**src/rtl/calc_pkg.sv**
```systemverilog
// calc_pkg: shared definitions for the calculator core.
//   - key-bit indices of the one-hot key_pulse bus
//   - digit codes understood by led_segment
//   - top-level state enumeration and internal operator encoding
//   - small helpers: power of ten, key -> digit, key -> operator, operator -> symbol
package calc_pkg;

  localparam logic [3:0] KEY_1   = 4'd0;
  localparam logic [3:0] KEY_2   = 4'd1;
  localparam logic [3:0] KEY_3   = 4'd2;
  localparam logic [3:0] KEY_ADD = 4'd3;
  localparam logic [3:0] KEY_4   = 4'd4;
  localparam logic [3:0] KEY_5   = 4'd5;
  localparam logic [3:0] KEY_6   = 4'd6;
  localparam logic [3:0] KEY_SUB = 4'd7;
  localparam logic [3:0] KEY_7   = 4'd8;
  localparam logic [3:0] KEY_8   = 4'd9;
  localparam logic [3:0] KEY_9   = 4'd10;
  localparam logic [3:0] KEY_MUL = 4'd11;
  localparam logic [3:0] KEY_0   = 4'd12;
  localparam logic [3:0] KEY_CLR = 4'd13;
  localparam logic [3:0] KEY_EQ  = 4'd14;
  localparam logic [3:0] KEY_DIV = 4'd15;

  localparam logic [4:0] SEG_ADD   = 5'd10;
  localparam logic [4:0] SEG_MINUS = 5'd12;
  localparam logic [4:0] SEG_MUL   = 5'd13;
  localparam logic [4:0] SEG_DIV   = 5'd14;
  localparam logic [4:0] SEG_E     = 5'd15;
  localparam logic [4:0] SEG_BLANK = 5'd16;
  localparam logic [4:0] SEG_R     = 5'd17;

  typedef enum logic [3:0] {
    IDLE, A_IN, OP, B_IN, EXEC, DIV, CONV, SHOW, ERR
  } state_e;

  typedef enum logic [1:0] {
    OP_ADD, OP_SUB, OP_MUL, OP_DIV
  } op_e;

  function automatic longint pow10(input int n);
    longint p;
    p = 1;
    for (int i = 0; i < n; i++) p = p * 10;
    return p;
  endfunction

  function automatic logic is_op_key(input logic [3:0] idx);
    return (idx == KEY_ADD) || (idx == KEY_SUB) || (idx == KEY_MUL) || (idx == KEY_DIV);
  endfunction

  function automatic logic [3:0] key_digit(input logic [3:0] idx);
    case (idx)
      KEY_1:   return 4'd1;
      KEY_2:   return 4'd2;
      KEY_3:   return 4'd3;
      KEY_4:   return 4'd4;
      KEY_5:   return 4'd5;
      KEY_6:   return 4'd6;
      KEY_7:   return 4'd7;
      KEY_8:   return 4'd8;
      KEY_9:   return 4'd9;
      default: return 4'd0;
    endcase
  endfunction

  function automatic op_e key_op(input logic [3:0] idx);
    case (idx)
      KEY_SUB: return OP_SUB;
      KEY_MUL: return OP_MUL;
      KEY_DIV: return OP_DIV;
      default: return OP_ADD;
    endcase
  endfunction

  function automatic logic [4:0] op_symbol(input op_e op);
    case (op)
      OP_SUB:  return SEG_MINUS;
      OP_MUL:  return SEG_MUL;
      OP_DIV:  return SEG_DIV;
      default: return SEG_ADD;
    endcase
  endfunction

endpackage

```
**src/rtl/calc_div.sv**
```systemverilog
// calc_div: unsigned restoring divider, one quotient bit per cycle.
// Ports:
//   clk, rst_n         clock, asynchronous active-low reset
//   clear              abandons any division in progress (no done follows)
//   start              one-cycle request; dividend/divisor sampled with it
//   dividend, divisor  W-bit unsigned operands (divisor must be non-zero)
//   quotient           W-bit result, valid while done is high
//   done               one-cycle pulse when the last quotient bit is in
// The first quotient bit is produced on the start edge itself, so the
// W-th bit (and done) lands W-1 edges later.
module calc_div #(
  parameter int W = 24
) (
  input  logic         clk,
  input  logic         rst_n,
  input  logic         clear,
  input  logic         start,
  input  logic [W-1:0] dividend,
  input  logic [W-1:0] divisor,
  output logic [W-1:0] quotient,
  output logic         done
);

  localparam int CW = $clog2(W + 1);
  localparam logic [CW-1:0] LAST = CW'(W - 1);

  logic [W-1:0]  rem_q, rem_d, quo_q, quo_d, dvs_q, dvs_d;
  logic [CW-1:0] cnt_q, cnt_d;
  logic          run_q, run_d, done_q, done_d;

  logic [W-1:0]  src_rem, src_quo, src_dvs, rem_step, quo_step;
  logic [W:0]    trial, diff;

  always_comb begin
    src_rem  = start ? '0 : rem_q;
    src_quo  = start ? dividend : quo_q;
    src_dvs  = start ? divisor : dvs_q;
    trial    = {src_rem, src_quo[W-1]};
    diff     = trial - {1'b0, src_dvs};
    // negative trial difference: restore, quotient bit 0
    rem_step = diff[W] ? trial[W-1:0] : diff[W-1:0];
    quo_step = {src_quo[W-2:0], ~diff[W]};

    rem_d  = rem_q;
    quo_d  = quo_q;
    dvs_d  = dvs_q;
    cnt_d  = cnt_q;
    run_d  = run_q;
    done_d = 1'b0;
    if (clear) begin
      run_d = 1'b0;
      cnt_d = '0;
    end else if (start) begin
      rem_d = rem_step;
      quo_d = quo_step;
      dvs_d = divisor;
      cnt_d = CW'(1);
      run_d = 1'b1;
    end else if (run_q) begin
      rem_d = rem_step;
      quo_d = quo_step;
      cnt_d = cnt_q + CW'(1);
      if (cnt_q == LAST) begin
        run_d  = 1'b0;
        done_d = 1'b1;
      end
    end
  end

  always_ff @(posedge clk or negedge rst_n) begin
    if (!rst_n) begin
      rem_q  <= '0;
      quo_q  <= '0;
      dvs_q  <= '0;
      cnt_q  <= '0;
      run_q  <= 1'b0;
      done_q <= 1'b0;
    end else begin
      rem_q  <= rem_d;
      quo_q  <= quo_d;
      dvs_q  <= dvs_d;
      cnt_q  <= cnt_d;
      run_q  <= run_d;
      done_q <= done_d;
    end
  end

  assign quotient = quo_q;
  assign done     = done_q;

endmodule

```
**src/rtl/calc_core.sv**
```systemverilog
// calc_core: four-function signed integer calculator between keyboard and
// led_segment.
// Ports:
//   clk, rst_n    clock, asynchronous active-low reset
//   key_pulse     one-hot key strobe (one cycle); zero / multi-hot ignored
//   seg_data      SEG_NUM 5-bit digit codes, [4:0] is the leftmost digit
//   seg_data_en   digit enables, always all ones
//   seg_dot_en    dot enables, always zero
//   busy          high in EXEC, DIV and CONV
//   err           high in ERR
// Keys are registered before decoding, so a key captured at edge N shows
// in state and display at edge N+1. The display is a register updated on
// each accepted key; results are rendered from a double-dabble BCD shift
// that runs one bit per cycle in CONV.
module calc_core
  import calc_pkg::*;
#(
  parameter int DIGITS  = 2,
  parameter int SEG_NUM = 8
) (
  input  logic                 clk,
  input  logic                 rst_n,
  input  logic [15:0]          key_pulse,
  output logic [SEG_NUM*5-1:0] seg_data,
  output logic [SEG_NUM-1:0]   seg_data_en,
  output logic [SEG_NUM-1:0]   seg_dot_en,
  output logic                 busy,
  output logic                 err
);

  localparam longint MAXV = pow10(SEG_NUM - 1) - 1;
  localparam int VW  = $clog2(MAXV + 1);
  localparam int AW  = VW + 1;
  localparam int XW  = 2 * AW;
  localparam int ND  = SEG_NUM - 1;
  localparam int BW  = 4 * ND;
  localparam int CW  = $clog2(VW + 1);
  localparam int SW  = SEG_NUM * 5;
  localparam logic [CW-1:0] CONV_LAST = CW'(VW - 1);
  localparam logic [2:0]    DIG_MAX   = 3'(DIGITS);
  localparam logic [XW-1:0] MAXV_X    = XW'(MAXV);
  localparam logic [SW-1:0] SEG_ALL_BLANK = {SEG_NUM{SEG_BLANK}};
  localparam logic [SW-1:0] SEG_ERR_PAT   = {SEG_R, SEG_R, SEG_E, {(SEG_NUM-3){SEG_BLANK}}};

  state_e                state_q, state_d;
  op_e                   op_q, op_d;
  logic [15:0]           key_q, key_d;
  logic signed [AW-1:0]  a_q, a_d, b_q, b_d, r_q, r_d;
  logic [2:0]            cnt_q, cnt_d;
  logic                  neg_q, neg_d, ovf_q, ovf_d, div_neg_q, div_neg_d;
  logic [VW-1:0]         sh_q, sh_d;
  logic [BW-1:0]         bcd_q, bcd_d;
  logic [CW-1:0]         ccnt_q, ccnt_d;
  logic [SW-1:0]         seg_q, seg_d;
  logic                  busy_q, busy_d, err_q, err_d;

  // key decode
  logic       key_valid, is_clr, is_eq, is_op, is_dig;
  logic [3:0] key_idx, dig;
  op_e        key_opv;
  logic [4:0] dig_code, key_sym;

  always_comb begin
    key_d     = key_pulse;
    key_valid = (key_q != 16'd0) && ((key_q & (key_q - 16'd1)) == 16'd0);
    key_idx   = 4'd0;
    for (int i = 0; i < 16; i++) begin
      if (key_q[i]) key_idx = 4'(i);
    end
    is_clr   = key_valid && (key_idx == KEY_CLR);
    is_eq    = key_valid && (key_idx == KEY_EQ);
    is_op    = key_valid && is_op_key(key_idx);
    is_dig   = key_valid && !is_clr && !is_eq && !is_op;
    dig      = key_digit(key_idx);
    dig_code = {1'b0, dig};
    key_opv  = key_op(key_idx);
    key_sym  = op_symbol(key_opv);
  end

  // arithmetic at double width so sums and products never wrap before the range check
  logic signed [XW-1:0] a_x, b_x, res_x;
  logic [XW-1:0]        res_mag;
  logic                 res_ovf;
  logic [AW-1:0]        a_mag, b_mag, q_ext;
  logic [VW-1:0]        div_quo;
  logic                 div_done, div_start, div_clear, q_neg;

  always_comb begin
    a_x = {{(XW-AW){a_q[AW-1]}}, a_q};
    b_x = {{(XW-AW){b_q[AW-1]}}, b_q};
    case (op_q)
      OP_ADD:  res_x = a_x + b_x;
      OP_SUB:  res_x = a_x - b_x;
      OP_MUL:  res_x = a_x * b_x;
      default: res_x = '0;
    endcase
    res_mag = res_x[XW-1] ? -res_x : res_x;
    res_ovf = res_mag > MAXV_X;
    a_mag   = a_q[AW-1] ? -a_q : a_q;
    b_mag   = b_q[AW-1] ? -b_q : b_q;
    q_ext   = {1'b0, div_quo};
    // a zero quotient is never shown as "-0"
    q_neg   = div_neg_q && (div_quo != '0);
  end

  calc_div #(.W(VW)) u_div (
    .clk      (clk),
    .rst_n    (rst_n),
    .clear    (div_clear),
    .start    (div_start),
    .dividend (a_mag[VW-1:0]),
    .divisor  (b_mag[VW-1:0]),
    .quotient (div_quo),
    .done     (div_done)
  );

  // one double-dabble step and the rendering of its outcome
  logic [BW-1:0] bcd_adj, bcd_step;
  logic [VW-1:0] sh_step;
  logic [SW-1:0] seg_fmt;
  int            msd;

  always_comb begin
    for (int j = 0; j < ND; j++) begin
      bcd_adj[4*j +: 4] = (bcd_q[4*j +: 4] >= 4'd5) ? bcd_q[4*j +: 4] + 4'd3 : bcd_q[4*j +: 4];
    end
    bcd_step = {bcd_adj[BW-2:0], sh_q[VW-1]};
    sh_step  = {sh_q[VW-2:0], 1'b0};

    msd = 0;
    for (int j = 0; j < ND; j++) begin
      if (bcd_step[4*j +: 4] != 4'd0) msd = j;
    end
    seg_fmt = SEG_ALL_BLANK;
    for (int j = 0; j < ND; j++) begin
      if (j <= msd) seg_fmt[(SEG_NUM-1-j)*5 +: 5] = {1'b0, bcd_step[4*j +: 4]};
    end
    if (neg_q) seg_fmt[(SEG_NUM-2-msd)*5 +: 5] = SEG_MINUS;
  end

  // next-state / datapath
  always_comb begin
    state_d   = state_q;
    op_d      = op_q;
    a_d       = a_q;
    b_d       = b_q;
    r_d       = r_q;
    cnt_d     = cnt_q;
    neg_d     = neg_q;
    ovf_d     = ovf_q;
    div_neg_d = div_neg_q;
    sh_d      = sh_q;
    bcd_d     = bcd_q;
    ccnt_d    = ccnt_q;
    seg_d     = seg_q;
    div_start = 1'b0;
    div_clear = 1'b0;

    if (is_clr) begin
      state_d   = IDLE;
      a_d       = '0;
      b_d       = '0;
      r_d       = '0;
      cnt_d     = '0;
      seg_d     = SEG_ALL_BLANK;
      div_clear = 1'b1;
    end else begin
      case (state_q)
        IDLE, SHOW: begin
          if (is_dig) begin
            a_d     = AW'(dig);
            cnt_d   = 3'd1;
            seg_d   = {dig_code, {(SEG_NUM-1){SEG_BLANK}}};
            state_d = A_IN;
          end else if (is_op && state_q == SHOW) begin
            a_d     = r_q;
            op_d    = key_opv;
            seg_d   = {seg_q[SW-1:5], key_sym};
            state_d = OP;
          end
        end
        A_IN: begin
          if (is_dig && cnt_q < DIG_MAX) begin
            a_d   = a_q * AW'(10) + AW'(dig);
            cnt_d = cnt_q + 3'd1;
            // a lone leading zero is replaced rather than shifted left
            seg_d = (a_q == '0) ? {dig_code, {(SEG_NUM-1){SEG_BLANK}}}
                                : {dig_code, seg_q[SW-1:5]};
          end else if (is_op) begin
            op_d    = key_opv;
            seg_d   = {seg_q[SW-1:5], key_sym};
            state_d = OP;
          end
        end
        OP: begin
          if (is_op) begin
            op_d  = key_opv;
            seg_d = {seg_q[SW-1:5], key_sym};
          end else if (is_dig) begin
            b_d     = AW'(dig);
            cnt_d   = 3'd1;
            seg_d   = {dig_code, {(SEG_NUM-2){SEG_BLANK}}, op_symbol(op_q)};
            state_d = B_IN;
          end
        end
        B_IN: begin
          if (is_dig && cnt_q < DIG_MAX) begin
            b_d   = b_q * AW'(10) + AW'(dig);
            cnt_d = cnt_q + 3'd1;
            seg_d = (b_q == '0) ? {dig_code, {(SEG_NUM-2){SEG_BLANK}}, op_symbol(op_q)}
                                : {dig_code, seg_q[SW-1:10], op_symbol(op_q)};
          end else if (is_eq) begin
            state_d = EXEC;
          end
        end
        EXEC: begin
          if (op_q == OP_DIV) begin
            if (b_q == '0) begin
              seg_d   = SEG_ERR_PAT;
              state_d = ERR;
            end else begin
              div_start = 1'b1;
              div_neg_d = a_q[AW-1] ^ b_q[AW-1];
              state_d   = DIV;
            end
          end else begin
            r_d     = res_x[AW-1:0];
            neg_d   = res_x[XW-1];
            ovf_d   = res_ovf;
            sh_d    = res_mag[VW-1:0];
            bcd_d   = '0;
            ccnt_d  = '0;
            state_d = CONV;
          end
        end
        DIV: begin
          if (div_done) begin
            r_d     = q_neg ? -q_ext : q_ext;
            neg_d   = q_neg;
            ovf_d   = 1'b0;
            sh_d    = div_quo;
            bcd_d   = '0;
            ccnt_d  = '0;
            state_d = CONV;
          end
        end
        CONV: begin
          if (ccnt_q == '0 && ovf_q) begin
            seg_d   = SEG_ERR_PAT;
            state_d = ERR;
          end else begin
            bcd_d  = bcd_step;
            sh_d   = sh_step;
            ccnt_d = ccnt_q + CW'(1);
            if (ccnt_q == CONV_LAST) begin
              seg_d   = seg_fmt;
              state_d = SHOW;
            end
          end
        end
        default: ;
      endcase
    end
  end

  always_comb begin
    busy_d = (state_d == EXEC) || (state_d == DIV) || (state_d == CONV);
    err_d  = (state_d == ERR);
  end

  always_ff @(posedge clk or negedge rst_n) begin
    if (!rst_n) begin
      state_q   <= IDLE;
      op_q      <= OP_ADD;
      key_q     <= '0;
      a_q       <= '0;
      b_q       <= '0;
      r_q       <= '0;
      cnt_q     <= '0;
      neg_q     <= 1'b0;
      ovf_q     <= 1'b0;
      div_neg_q <= 1'b0;
      sh_q      <= '0;
      bcd_q     <= '0;
      ccnt_q    <= '0;
      seg_q     <= SEG_ALL_BLANK;
      busy_q    <= 1'b0;
      err_q     <= 1'b0;
    end else begin
      state_q   <= state_d;
      op_q      <= op_d;
      key_q     <= key_d;
      a_q       <= a_d;
      b_q       <= b_d;
      r_q       <= r_d;
      cnt_q     <= cnt_d;
      neg_q     <= neg_d;
      ovf_q     <= ovf_d;
      div_neg_q <= div_neg_d;
      sh_q      <= sh_d;
      bcd_q     <= bcd_d;
      ccnt_q    <= ccnt_d;
      seg_q     <= seg_d;
      busy_q    <= busy_d;
      err_q     <= err_d;
    end
  end

  assign seg_data    = seg_q;
  assign seg_data_en = '1;
  assign seg_dot_en  = '0;
  assign busy        = busy_q;
  assign err         = err_q;

endmodule

```
**config.mk**
```make
export PLATFORM = sky130hd
export DESIGN_NAME = calc_core
export DESIGN_NICKNAME = d
export VERILOG_FILES = /design/src/rtl/calc_pkg.sv /design/src/rtl/calc_div.sv /design/src/rtl/calc_core.sv
export SDC_FILE = /design/constraint.sdc
export NUM_CORES = 2
export LEC_CHECK = 0
export CAP_MARGIN = 20
export CORE_MARGIN = 4
export CORE_UTILIZATION = 60
export DETAILED_ROUTE_END_ITERATION = 8
export GPL_TIMING_DRIVEN = 0
export PLACE_DENSITY_LB_ADDON = 0.2
export SYNTH_ARGS = -nofsm -noshare
export SYNTH_HDL_FRONTEND = slang
export SYNTH_SLANG_ARGS = --single-unit
```
**constraint.sdc**
```tcl
create_clock -name clk -period 10.2 [get_ports clk]
set_input_delay 2.04 -clock clk [delete_from_list [all_inputs] [get_ports clk]]
set_output_delay 2.04 -clock clk [all_outputs]
set_load 0.02 [all_outputs]
```
==> summary.md <==
| Metric | Value |
|---|---|
| Final net count | `7124` |
| Startpoint of the lowest-slack hold path | `u_div.rem_q[9]$_DFFE_PN0P_` |
| Total power density per cell area | `124 nW/µm²` |
| Clock tree buffer depth | `3` |
| GR Util All Layers | `0.439` |
| Total design power | `6.73 mW` |
| Critical path data required time | `10.68 ns` |
| Main area contributors after synthesis | `sky130_fd_sc_hd__fa_1 27%, sky130_fd_sc_hd__dfrtp_1 14%, sky130_fd_sc_hd__ha_1 8.7%, sky130_fd_sc_hd__inv_1 6.6%, sky130_fd_sc_hd__nand2_1 5.1%` |
| Summed instance area of the synthesized netlist | `49500 µm²` |
| Maximum Capacitance Violations | `0` |
| Type of element capturing the critical path | `flop` |
| Average cell area after synthesis | `8.36 µm²` |
| Synth Flop Type | `sky130_fd_sc_hd__dfrtp_1` |
| Cells after synthesis | `5923` |
| Chip Width | `295 µm` |
| Final wirelength | `194 mm` |
| Mean routed wirelength per cell | `26.9 µm` |
| CTS Sinks | `281` |
| Overall overflow remaining after global route | `0` |
| Number of remaining DRC errors | `0` |
| Share of the clock period used by the worst path | `0.995` |
| Asr flop ratio synth | `1.00` |
| DR vias/cell | `6.46` |
| Number of DRC markers in iteration 0 | `6092` |
| Via count of the routed design | `46.5k` |
| Placement Rows | `105` |
| Clock buffer count from CTS | `29` |
| Total setup violations reported at the end of the flow | `0` |
| Global-route wire length before repair | `283 mm` |
| Count of TritonRoute iterations in the first routing pass | `8` |
| Arrival @ worst endpoint | `10.63 ns` |
| Area of the die | `87200 µm²` |
| Starting utilization of the core area | `0.604` |
| Maximum single-stage delay on the critical path | `0.55 ns` |
| Largest vdd supply drop | `0.000131 V` |
| Timing-limited maximum frequency | `0.0986 GHz` |
| Critical path class | `reg2reg` |
| Initial antenna violation count | `14` |
| Final weighted congestion in routability-driven placement | `1.11` |
| Fin Clk Skew | `0.0377 ns` |
| Clock-pin slew on the worst setup and hold paths | `0.08 ns` |
| Transition time of the tightest slew-check pin | `1.21 ns` |
| Detailed-placement wirelength estimate | `158 mm` |
| Library cell occupying the most area in the post-synthesis netlist | `sky130_fd_sc_hd__fa_1` |
| Area fraction of the dominant cell type after synthesis | `0.269` |
| Category of the worst setup path launch point | `flop` |
| Source-to-sink clock delay at the later pin of the worst-skew pair | `0.61 ns` |
| Top library cells by usage in the layout, fill and taps aside | `865 x sky130_fd_sc_hd__inv_1, 664 x sky130_fd_sc_hd__nand2_1, 655 x sky130_fd_sc_hd__fa_1, 395 x sky130_fd_sc_hd__nor2_1, 335 x sky130_fd_sc_hd__ha_1` |
| Critical path's most frequent cell | `sky130_fd_sc_hd__fa_1` |
| Finished Core Util | `0.660` |
| Commonest non-fill, non-tap cell in the layout | `sky130_fd_sc_hd__inv_1` |
| Leakage | `26.6 nW` |
| Area grow syn2layout | `9.32%` |
| Number of global-route vias before repair | `44.7k` |
| Launching instance or port of the critical path | `a_q[7]$_DFFE_PN0P_` |
| Sequential share of the synthesized area | `0.142` |
| Family of cells with the greatest summed delay on the critical path | `adder cells` |
| Fraction of layout cells with a size suffix above 1 | `0.0878` |
| Hold Crit Class | `reg2reg` |
| Number of pins exceeding their max-slew limit in the final report | `0` |
| Boundary pin count | `76` |
| Chip height | `295 µm` |
| Number of warnings reported in the yosys synthesis log | `0` |
| Worst path slowest cell | `sky130_fd_sc_hd__fa_1` |
| Startpoint of the worst-slack reg-to-reg timing path | `a_q[7]$_DFFE_PN0P_` |
| Register-to-register path setup slack | `0.05 ns` |
| Depth of the CTS H-tree | `1` |
| Quantity of I/O buffers inserted on ports | `59` |
| ANT nets after route | `0` |
| Largest net degree at the start of global routing | `123` |
| Number of distinct library cells after synthesis | `120` |
| Post-layout min period | `10.15 ns` |
| Relative slew margins | `0.192` |
| Run status | `complete, no violations` |
| Final count of hold timing violations | `0` |
| Number of flops mapped to enable cells by yosys | `0` |
| Buffers & Inverters on Critical Path | `7` |
| Worst-path maximum fanout | `10` |
| Core box area | `82000 µm²` |
| CTS tree | `done` |
| Clock tree root buffer cell | `sky130_fd_sc_hd__clkbuf_16` |
| #FFs+latches synth | `281` |
## worst reg2reg max path: cells and delay by family, from the launching register on
family / cells / cell delay [ns]
buf+inv: 7 / 1.17
xor+xnor: 1 / 0.19
flops: 1 / 0.47
compound gates: 6 / 1.69
fa+ha+maj: 8 / 3.59
simple gates: 9 / 2.92
## cells in the mapped netlist (all sizes together) (32+ instances only)
cell type,count
o211ai,35
nand2b,47
mux2i,54
o31ai,67
xor2,79
o22ai,32
o21ai,317
nand2,668
nor2,402
nor4,32
nand4,44
dfrtp,273
inv,875
a21oi,267
and2,298
a21o,76
a221oi,39
ha,345
xnor2,187
nand3,96
buf,48
clkbuf,284
a31oi,44
fa,665
nor3,112
or3,56
## state kept, by name, indices dropped and copies added, names as in the netlist, 16 cells and up
register        count
seg_data           40
bcd_q              28
a_q                25
b_q                25
r_q                25
sh_q               24
u_div.dvs_q        24
u_div.quotient     24
u_div.rem_q        24
key_q              16
## layer usage
| layer | part of all wire | track usage | wire length (µm) |
|---|---|---|---|
| met5 | 0.0014 | 0.00705 | 276 |
| met4 | 0.066 | 0.228 | 12800 |
| met3 | 0.16 | 0.216 | 31400 |
| met2 | 0.39 | 0.595 | 76200 |
| met1 | 0.38 | 0.578 | 73400 |
## timing repair
| item | in CTS | in global routing |
|---|---|---|
| pin swaps | 10 | 18 |
| buffers inserted | 26 | 49 |
| hold buffers | 0 | 0 |
| gates resized for setup | 259 | 195 |
| setup endpoints to repair | 25 | 14 |
## cell type report
cell class | count | area [µm²]
multi-input combinational | 4444 | 38200
clock buffer | 38 | 830
antenna | 14 | 35.0
buffer | 317 | 1860
inverter | 880 | 3340
clock inverter | 15 | 174
fill | 7015 | 27900
sequential | 281 | 7100
tap | 1070 | 1340
timing repair buffer | 143 | 1260
## power breakdown
group	internal (mW)	total (mW)	switching [mW]	leakage (nW)
Combinational	1.41	4.20	2.79	22.4
Sequential	1.20	1.38	0.175	3.77
Clock	0.650	1.15	0.498	0.498
## cells by family after synthesis
group,after synthesis,share of synthesized area
AND/OR/NAND/NOR,1907,0.186
AO/OA/AOI/OAI,1172,0.156
other,2,0.000152
adder cells (fa/ha/maj),1013,0.357
flip-flops,281,0.142
XOR/XNOR,266,0.0471
buffers and inverters,1213,0.0971
multiplexers,69,0.0143
## final timing paths
| path | end | cells after the start |
|---|---|---|
| worst max-delay path | ovf_q$_DFFE_PN0P_ | 31 |
| worst min-delay path | u_div.rem_q[9]$_DFFE_PN0P_ | 2 |
| worst min register to register | u_div.rem_q[9]$_DFFE_PN0P_ | 2 |
| min in group asynchronous | bcd_q[21]$_DFFE_PN0P_ | 1 |
| worst max register to register | ovf_q$_DFFE_PN0P_ | 31 |
| max in group asynchronous | b_q[24]$_DFFE_PN0P_ | 2 |
## metrics by stage
step | std cells | hold WS, ns | instance area [µm²] | setup slack (ns) | TNS [ns]
6_report | 7202 | 0.473 | 54100 | 0.0530 | 0
5_1_grt | 7188 | 0.494 | 54100 | -0.0691 | -0.0691
4_1_cts | 7145 | 0.476 | 53300 | 0.00133 | 0
3_5_place_dp | 7074 | 0.462 | 51600 | -3.09 | -45.56
3_3_place_gp | 7067 | 0.455 | 51500 | -5.40 | -1531.15
2_1_floorplan | 5938 | 0.439 | 49600 | 0.600 | 0
Power figures use the tool's default switching activity.
